[config.mk]
export PLATFORM = sky130hd
export DESIGN_NAME = pipe_hazard_ctrl
export DESIGN_NICKNAME = d
export VERILOG_FILES = /design/src/rtl/core_pkg.sv /design/src/rtl/hz_mem_wait.sv /design/src/rtl/pipe_hazard_ctrl.sv
export SDC_FILE = /design/constraint.sdc
export NUM_CORES = 1
export LEC_CHECK = 0
export ABC_AREA = 1
export CAP_MARGIN = 20
export CORE_AREA = 2 2 64 66
export CTS_BUF_LIST = sky130_fd_sc_hd__clkbuf_4 sky130_fd_sc_hd__clkbuf_8
export DETAILED_ROUTE_END_ITERATION = 10
export DIE_AREA = 0 0 66 68
export GPL_TIMING_DRIVEN = 0
export HOLD_SLACK_MARGIN = 0.15
export PLACE_DENSITY_LB_ADDON = 0.15
export SYNTH_ARGS = -nofsm -noshare
export SYNTH_HDL_FRONTEND = slang
export SYNTH_SLANG_ARGS = --single-unit
[constraint.sdc]
create_clock -name CLK -period 1.85 [get_ports CLK]
set_input_delay 0.185 -clock CLK [delete_from_list [all_inputs] [get_ports CLK]]
set_output_delay 0.185 -clock CLK [all_outputs]
set_load 0.05 [all_outputs]
[src/rtl/core_pkg.sv]
// Shared types and helpers for the pipeline hazard controller.
// Forwarding behaviour is selected by the HAZ_FORWARD_EN macro at the top level.
package core_pkg;

    typedef enum logic [1:0] {
        FWD_RF = 2'b00,
        FWD_W  = 2'b01,
        FWD_M  = 2'b10
    } fwd_sel_t;

    typedef enum logic {
        RUN      = 1'b0,
        MEM_WAIT = 1'b1
    } hz_state_t;

    localparam logic [3:0] REG_PC = 4'd15;

    // The PC reads its own live value, so r15 never takes part in a dependency.
    function automatic logic regMatch(input logic [3:0] src, input logic [3:0] dst,
                                      input logic we);
        return we && (src == dst) && (src != REG_PC);
    endfunction

    function automatic fwd_sel_t fwdSel(input logic [3:0] src,
                                        input logic [3:0] wa3M, input logic weM,
                                        input logic [3:0] wa3W, input logic weW);
        if (regMatch(src, wa3M, weM))
            return FWD_M;
        if (regMatch(src, wa3W, weW))
            return FWD_W;
        return FWD_RF;
    endfunction

endpackage

[src/rtl/hz_mem_wait.sv]
// Data-memory wait tracker: holds the pipe while an M-stage access is pending
// and releases it with a timeout flag once MEM_TIMEOUT cycles have elapsed.
module hz_mem_wait
    import core_pkg::*;
#(
    parameter int MEM_TIMEOUT = 16
) (
    input  logic CLK,
    input  logic reset,
    input  logic MemReqM,
    input  logic MemReadyM,
    output logic memStall,
    output logic timeoutHit
);

    localparam int WCNT_W = $clog2(MEM_TIMEOUT);

    hz_state_t         state;
    logic [WCNT_W-1:0] waitCnt;

    // waitCnt holds the number of cycles this access has already spent waiting,
    // so the last permitted cycle is cycle MEM_TIMEOUT of the access.
    assign timeoutHit = (state == MEM_WAIT) && (waitCnt == WCNT_W'(MEM_TIMEOUT - 1))
                        && MemReqM && !MemReadyM;
    assign memStall   = MemReqM && !MemReadyM && !timeoutHit;

    // NOTE: state registers use non-blocking assignments so every flop samples pre-edge values.
    always_ff @(posedge CLK) begin
        if (reset) begin
            state   <= RUN;
            waitCnt <= '0;
        end else begin
            case (state)
                RUN: begin
                    if (memStall) begin
                        state   <= MEM_WAIT;
                        waitCnt <= WCNT_W'(1);
                    end else begin
                        waitCnt <= '0;
                    end
                end
                MEM_WAIT: begin
                    if (memStall) begin
                        waitCnt <= waitCnt + 1'b1;
                    end else begin
                        state   <= RUN;
                        waitCnt <= '0;
                    end
                end
            endcase
        end
    end

endmodule

[src/rtl/pipe_hazard_ctrl.sv]
// Pipeline stall/flush/forward controller for the 5-stage core.
// Define HAZ_FORWARD_EN for E-stage forwarding; otherwise RAW hazards interlock.
module pipe_hazard_ctrl
    import core_pkg::*;
#(
    parameter int MEM_TIMEOUT = 16,
    parameter int CNT_W       = 16
) (
    input  logic             CLK,
    input  logic             reset,
    input  logic [3:0]       RA1D,
    input  logic [3:0]       RA2D,
    input  logic [3:0]       RA1E,
    input  logic [3:0]       RA2E,
    input  logic [3:0]       WA3E,
    input  logic [3:0]       WA3M,
    input  logic [3:0]       WA3W,
    input  logic             RegWriteE,
    input  logic             RegWriteM,
    input  logic             RegWriteW,
    input  logic             MemtoRegE,
    input  logic             PCSrcD,
    input  logic             PCSrcE,
    input  logic             PCSrcM,
    input  logic             PCSrcW,
    input  logic             BranchTakenE,
    input  logic             MemReqM,
    input  logic             MemReadyM,
    output logic [1:0]       ForwardAE,
    output logic [1:0]       ForwardBE,
    output logic             StallF,
    output logic             StallD,
    output logic             StallE,
    output logic             StallM,
    output logic             FlushD,
    output logic             FlushE,
    output logic             FlushW,
    output logic             MemErrM,
    output logic [CNT_W-1:0] StallCount
);

    logic memStall;
    logic timeoutHit;
    logic dHold;
    logic pcWrPend;

    hz_mem_wait #(.MEM_TIMEOUT(MEM_TIMEOUT)) uMemWait (
        .CLK        (CLK),
        .reset      (reset),
        .MemReqM    (MemReqM),
        .MemReadyM  (MemReadyM),
        .memStall   (memStall),
        .timeoutHit (timeoutHit)
    );

`ifdef HAZ_FORWARD_EN
    logic ldrStall;

    assign ldrStall  = MemtoRegE && (regMatch(RA1D, WA3E, RegWriteE) ||
                                     regMatch(RA2D, WA3E, RegWriteE));
    assign dHold     = ldrStall;
    assign ForwardAE = fwdSel(RA1E, WA3M, RegWriteM, WA3W, RegWriteW);
    assign ForwardBE = fwdSel(RA2E, WA3M, RegWriteM, WA3W, RegWriteW);
`else
    // Without bypass paths any producer still in E or M must drain first; W is
    // covered by the write-first register file.
    assign dHold     = regMatch(RA1D, WA3E, RegWriteE) || regMatch(RA2D, WA3E, RegWriteE) ||
                       regMatch(RA1D, WA3M, RegWriteM) || regMatch(RA2D, WA3M, RegWriteM);
    assign ForwardAE = FWD_RF;
    assign ForwardBE = FWD_RF;

    logic unusedFwdInputs;
    assign unusedFwdInputs = ^{RA1E, RA2E, WA3W, RegWriteW, MemtoRegE};
`endif

    assign pcWrPend = PCSrcD || PCSrcE || PCSrcM;
    assign MemErrM  = timeoutHit;

    // NOTE: every output gets a default first so no path through this block infers a latch.
    always_comb begin
        StallF = 1'b0;
        StallD = 1'b0;
        StallE = 1'b0;
        StallM = 1'b0;
        FlushD = 1'b0;
        FlushE = 1'b0;
        FlushW = 1'b0;
        if (memStall) begin
            StallF = 1'b1;
            StallD = 1'b1;
            StallE = 1'b1;
            StallM = 1'b1;
            FlushW = 1'b1;
        end else begin
            StallF = dHold || pcWrPend;
            // A taken branch discards the held D instruction instead of keeping it.
            StallD = dHold && !BranchTakenE;
            FlushD = pcWrPend || PCSrcW || BranchTakenE;
            FlushE = dHold || BranchTakenE;
        end
    end

    always_ff @(posedge CLK) begin
        if (reset)
            StallCount <= '0;
        else if (StallF && (StallCount != '1))
            StallCount <= StallCount + 1'b1;
    end

endmodule

Word-level counts from Yosys, hierarchy flattened
Index checks and enable logic that the tools add are counted.

storage, ports and cells
  word-level logic and storage cells = 49
  input port bits = 41
  register bits = 21
  output and inout port bits = 28

operators by class
  add/sub/neg operators = 2
  equal/unequal tests = 8
  bitwise gates (word level) = 1
  muxes and demuxes = 8
  reductions and logical operators = 27

operator list
  operator                                       number
  adder 16 x 1 -> 16 bit, second input constant  1
  == test 4 bit                                  4
  != test 16 bit, second input constant          1
  logical AND 1 bit                              15
  logical OR 1 bit                               9
  != test 4 bit, second input constant           2
  case mux 4 bit (2 select lines)                1
  2-to-1 mux 1 bit                               6
  adder 4 x 1 -> 4 bit, second input constant    1
  == test 4 bit, second input constant           1
  2-to-1 mux 4 bit                               1
  zero test 1 bit                                3
  inverter 1 bit                                 1

Logic depth before layout (Yosys ltp)
Gate-level depths: netlist (run 1).

  word-level depth = 9
  depth in mapped cells = 12
  mapped depth without buffers = 12

Cells and area by module
A second synthesis (run 1) with hierarchy kept.

second synthesis, totals
  cell total of the unflattened synthesis = 244
  area total of the unflattened synthesis = 1592.8 sq um

by module, submodules not included
  module            area an instance (sq um)  instances  sequential area each (sq um)  cells an instance
  pipe_hazard_ctrl  1351.3                    1          320.3                         213
  hz_mem_wait       241.5                     1          100.1                         31

Worst setup path before layout (run 1)
Ideal clock, no wire load.

  path kind = reg2reg
  start point = register uMemWait.waitCnt[0]
  end point = register StallCount[10]
  data arrival time = 2.385 ns
  path slack = -0.606 ns
  period minus slack after synthesis = 2.456 ns
  stages on the path, launching flop included = 10
  buffers on the path = 1
  cell sequence = dfxtp_1 > ha_1 > nand2_1 > nor2_1 > nor2_1 > nor2_1 > nand3_2 > buf_2 > nand3_1 > a21oi_2

between the ends
  longest elaborated chain between the ends = 8

ends and longest elaborated chain
  item                             line                     RTL
  start: declaration               hz_mem_wait.sv:19        logic [WCNT_W-1:0] waitCnt;
  start signal: assignment         hz_mem_wait.sv:44        waitCnt <= waitCnt + 1'b1;
  == test 4 bit                    hz_mem_wait.sv:23        assign timeoutHit = (state == MEM_WAIT) && (waitCnt == WCNT_W'(MEM_TIMEOUT - 1))
  logical AND 1 bit                hz_mem_wait.sv:23
  logical AND 1 bit (2 in series)  hz_mem_wait.sv:24        && MemReqM && !MemReadyM;
  zero test 1 bit                  hz_mem_wait.sv:25        assign memStall = MemReqM && !MemReadyM && !timeoutHit;
  logical AND 1 bit                hz_mem_wait.sv:25
  2-to-1 mux 1 bit                 pipe_hazard_ctrl.sv:88   if (memStall) begin
  net StallF                       pipe_hazard_ctrl.sv:31   output logic StallF,
  logical AND 1 bit                pipe_hazard_ctrl.sv:106  else if (StallF && (StallCount != '1))
  end signal: assignment           pipe_hazard_ctrl.sv:107  StallCount <= StallCount + 1'b1;
  end: declaration                 pipe_hazard_ctrl.sv:39   output logic [CNT_W-1:0] StallCount

The timed path passes the listed nets, and every way through them passes these cells.
A chain may end at the register's enable or synchronous reset.

Worst setup path in the final report (run 1)
  start point = register StallCount[7]
  end point = output StallCount[7]

No word-level cell between the ends.

==> results of run 1 <==
cell families (layout without fill, tap and decap cells):
family | after synthesis | count (layout) | share of synthesized area (%)
simple gates | 142 | 142 | 41.1
buf+inv | 37 | 99 | 11.0
flops | 21 | 21 | 27.0
compound gates | 20 | 20 | 8.99
xor+xnor | 18 | 18 | 10.1
fa+ha+maj | 2 | 2 | 1.60
other cells | 1 | 4 | 0.241
through the flow:
stage	setup WS [ps]	utilization (%)
floorplan	2.53	-
global placement	-779	55.7
detailed placement	-814	55.7
CTS	-36.6	57.2
global route	-48.0	60.8
finish	44.9	60.8
how the worst max path moves through the flow:
stage,start,end,slack (ps),depth (start not counted)
global placement,RA2D[1],StallF,-780,11
CTS,uMemWait.waitCnt[0],StallF,-40,8
global route,WA3M[3],StallD,-50,12
finish,StallCount[7],StallCount[7],40,1
floorplan,uMemWait.waitCnt[0],MemErrM,3,3
detailed placement,RA1D[0],StallF,-810,11
cell usage in the layout, fill, tap and decap left out, types with 2 or more instances in the layout:
master	netlist	routed
inv_2	2	4
dfxtp_2	0	6
a21oi_1	5	5
o21ai_0	4	2
nand2_4	2	2
nor2_4	1	3
clkbuf_8	0	3
nor2_1	35	30
conb_1	1	4
dlygate4sd2_1	0	4
nor2_2	0	3
buf_4	6	15
nand3_4	0	2
dfxtp_1	21	13
clkdlybuf4s50_1	0	29
nand2_1	65	59
nand4_1	3	3
clkbuf_1	2	2
buf_6	1	6
a21oi_2	10	10
nand3_1	25	25
nor3_1	5	5
buf_2	2	2
dfxtp_4	0	2
dlymetal6s2s_1	0	8
xor2_1	8	8
xnor2_1	10	10
nand2_2	1	7
inv_1	24	22
registers in the layout, summed over array words and instances, names as in the netlist:
name / cells
uMemWait.waitCnt: 4
uMemWait.state: 1
StallCount: 16
per-layer routing:
layer	routed length, um	GRT usage [%]	vias up	part of all wire [%]
met1	1740	22.3	721	46
met5	0	0	-	0
li1	-	-	885	-
met4	49	4.85	0	1.3
met2	1830	30.9	43	49
met3	146	3.29	5	3.9
where the power goes:
part	switching, uW	internal [uW]
Combinational	184	134
Clock	147	168
Sequential	12.5	463
repair_timing:
item	CTS	global route
cloned	0	1
endpoints found under the setup margin	8	21
setup buffers	0	8
pin swaps	2	10
gates resized for setup	43	37
final cells by class:
cell class / instances / area, um^2
inverter: 26 / 97.6
fill: 384 / 1510
clock buffer: 4 / 48.8
buffer: 11 / 86.3
sequential: 21 / 435
timing repair buffer: 58 / 567
tap: 50 / 62.6
multi-input combinational: 186 / 1050
==> metrics.md, run 1 <==
| Metric | Value |
|---|---|
| Number of vias per cell | between 4 and 5 |
| H-tree depth | 1 |
| Max Slew Vio Count | 0 |
| Die Y | around 70 um |
| Top post-synthesis cells by count | nand2_1, nor2_1, nand3_1, inv_1, dfxtp_1 |
| Relative slew slack | between 50% and 60% |
| Minimum clock period | ~1800 ps |
| Delay-heaviest family, CP | buffers and inverters |
| CP required | roughly 1700 ps |
| Worst hold path class | in -> reg |
| Crit-path max cell delay | around 860 ps |
| Post-synthesis area per instance | 6.47 um^2 |
| Rows | 23 |
| # Max-Cap Violations | 0 |
| Number of distinct library cells after synthesis | 27 |
| Worst Path Arrival | 1620 ps |
| Global-route wire length before repair | between 6 and 7 mm |
| HPWL Detailed | between 2 and 3 mm |
| CP Capture Type | output pin |
| #FFs+latches synth | 21 |
| Buffers on Ports | 49 |
| Post-synth ARST share | 0% |
| Flop2flop setup slack | 110 ps |
| Final #Nets | 350 |
| Synth Instances | around 240 |
| Final setup TNS | 0 ps |
| Worst slew pin tran | slightly above 700 ps |
| Unrepaired setup endpoints after global routing | yes |
| Post-synth EDFFs | 0 |
| Core area | ~0.0039 mm^2 |
| Synth top area cells | dfxtp_1, nand2_1, nor2_1 |
| CTS buffer count | 3 |
| Share of layout cells above drive strength 1 | about 23% |
| Clk root buf | clkbuf_8 |
| Total Routing Usage GR | around 18% |
| Max Freq | around 0.55 GHz |
| Final hold violations | 0 |
| Die X | 66 um |
| Routed Antenna Nets | 0 |
| Vias | about 1700 |
| Period Utilization, post-route | between 90% and 100% |
| Final setup violation count | 0 |
| Cell area after placement | 0.00215 mm^2 |
| Setup CP Type | reg -> out |
| Skew-Pair Late Insertion Delay | approximately 260 ps |
| Largest net degree at the start of global routing | 12 |
| Ys flop type | dfxtp_1 |
| Design area | roughly 0.0023 mm^2 |
| # hold bufs at CTS | 0 |
| Worst hold margin | between 200 and 300 ps |
| Die area | ~0.0045 mm^2 |
| Total gr overflow | 0 |
| Initial core utilization | just over 40% |
| N_diodes | 0 |
| Ports | a little under 70 |
| Worst hold path startpoint | reset |
| Cell Area, Synth | between 0.0015 and 0.002 mm^2 |
| R2R cell count | 11 |
| Hold path depth | 2 |
| Peak VDD IR | approximately 0.22 mV |
| CP cell instances | clkdlybuf4s50_1 |
| Routed WL per cell | about 11 um |
| Share of the synthesized area in the top cell type | a little over a quarter |
| Status | finished, final reports clean |
| DRC | 0 |
| Most common cell in the netlist | nand2_1 |
| Fin Clk Skew | roughly 2.7 ps |
| GPL Wtd Cong | 0.826 |
| Initial antenna violation count | 0 |
| Worst Hold Path EP | StallCount[7] |
| Clock Sinks | 21 |
| CTS tree | done |
| Crit start category | flip-flop |
| LEAKAGE | 0.00104 uW |
| Total power | about 1100 uW |
| Wirelength, routed | between 3 and 4 mm |
| YS warnings | 0 |
| Reg clk slew, reported paths | about 70 ps |
| WP buf/inv | 1 |
| First DRT Iteration DRCs | 82 |
| Final Non-Filler Cells | about 360 |
| CP Max Fanout | 6 |
| Sequential area share after synthesis | 27.0% |
| Longest Clk Path Bufs | 2 |
| Dpl cells | between 300 and 400 |
| Vias in the first global route | 1474 |
| Syn-to-layout area delta | 50.4% |
| Synth area leader | dfxtp_1 |
| Total iterations of the first detailed-routing run | 4 |
| CP max stage cell | clkdlybuf4s50_1 |
| Reg2Reg Capture Point | StallCount[1] |
| Origin of the critical flop-to-flop path | StallCount[1] |
| Pwr dens | about 470 mW/mm^2 |
Note: power is estimated with default switching activity, not from simulation.
==> inputs of run 2 (changes only) <==
--- a/config.mk
+++ b/config.mk
@@ -8,7 +8,7 @@
 export ABC_AREA = 1
 export CAP_MARGIN = 20
 export CORE_AREA = 2 2 64 66
-export CTS_BUF_LIST = sky130_fd_sc_hd__clkbuf_4 sky130_fd_sc_hd__clkbuf_8
+export CTS_BUF_LIST = sky130_fd_sc_hd__clkbuf_2 sky130_fd_sc_hd__clkbuf_4 sky130_fd_sc_hd__clkbuf_8
 export DETAILED_ROUTE_END_ITERATION = 10
 export DIE_AREA = 0 0 66 68
 export GPL_TIMING_DRIVEN = 0
==> results of run 2 <==
The final DEF is identical to that of run 1; final timing and power are the same.
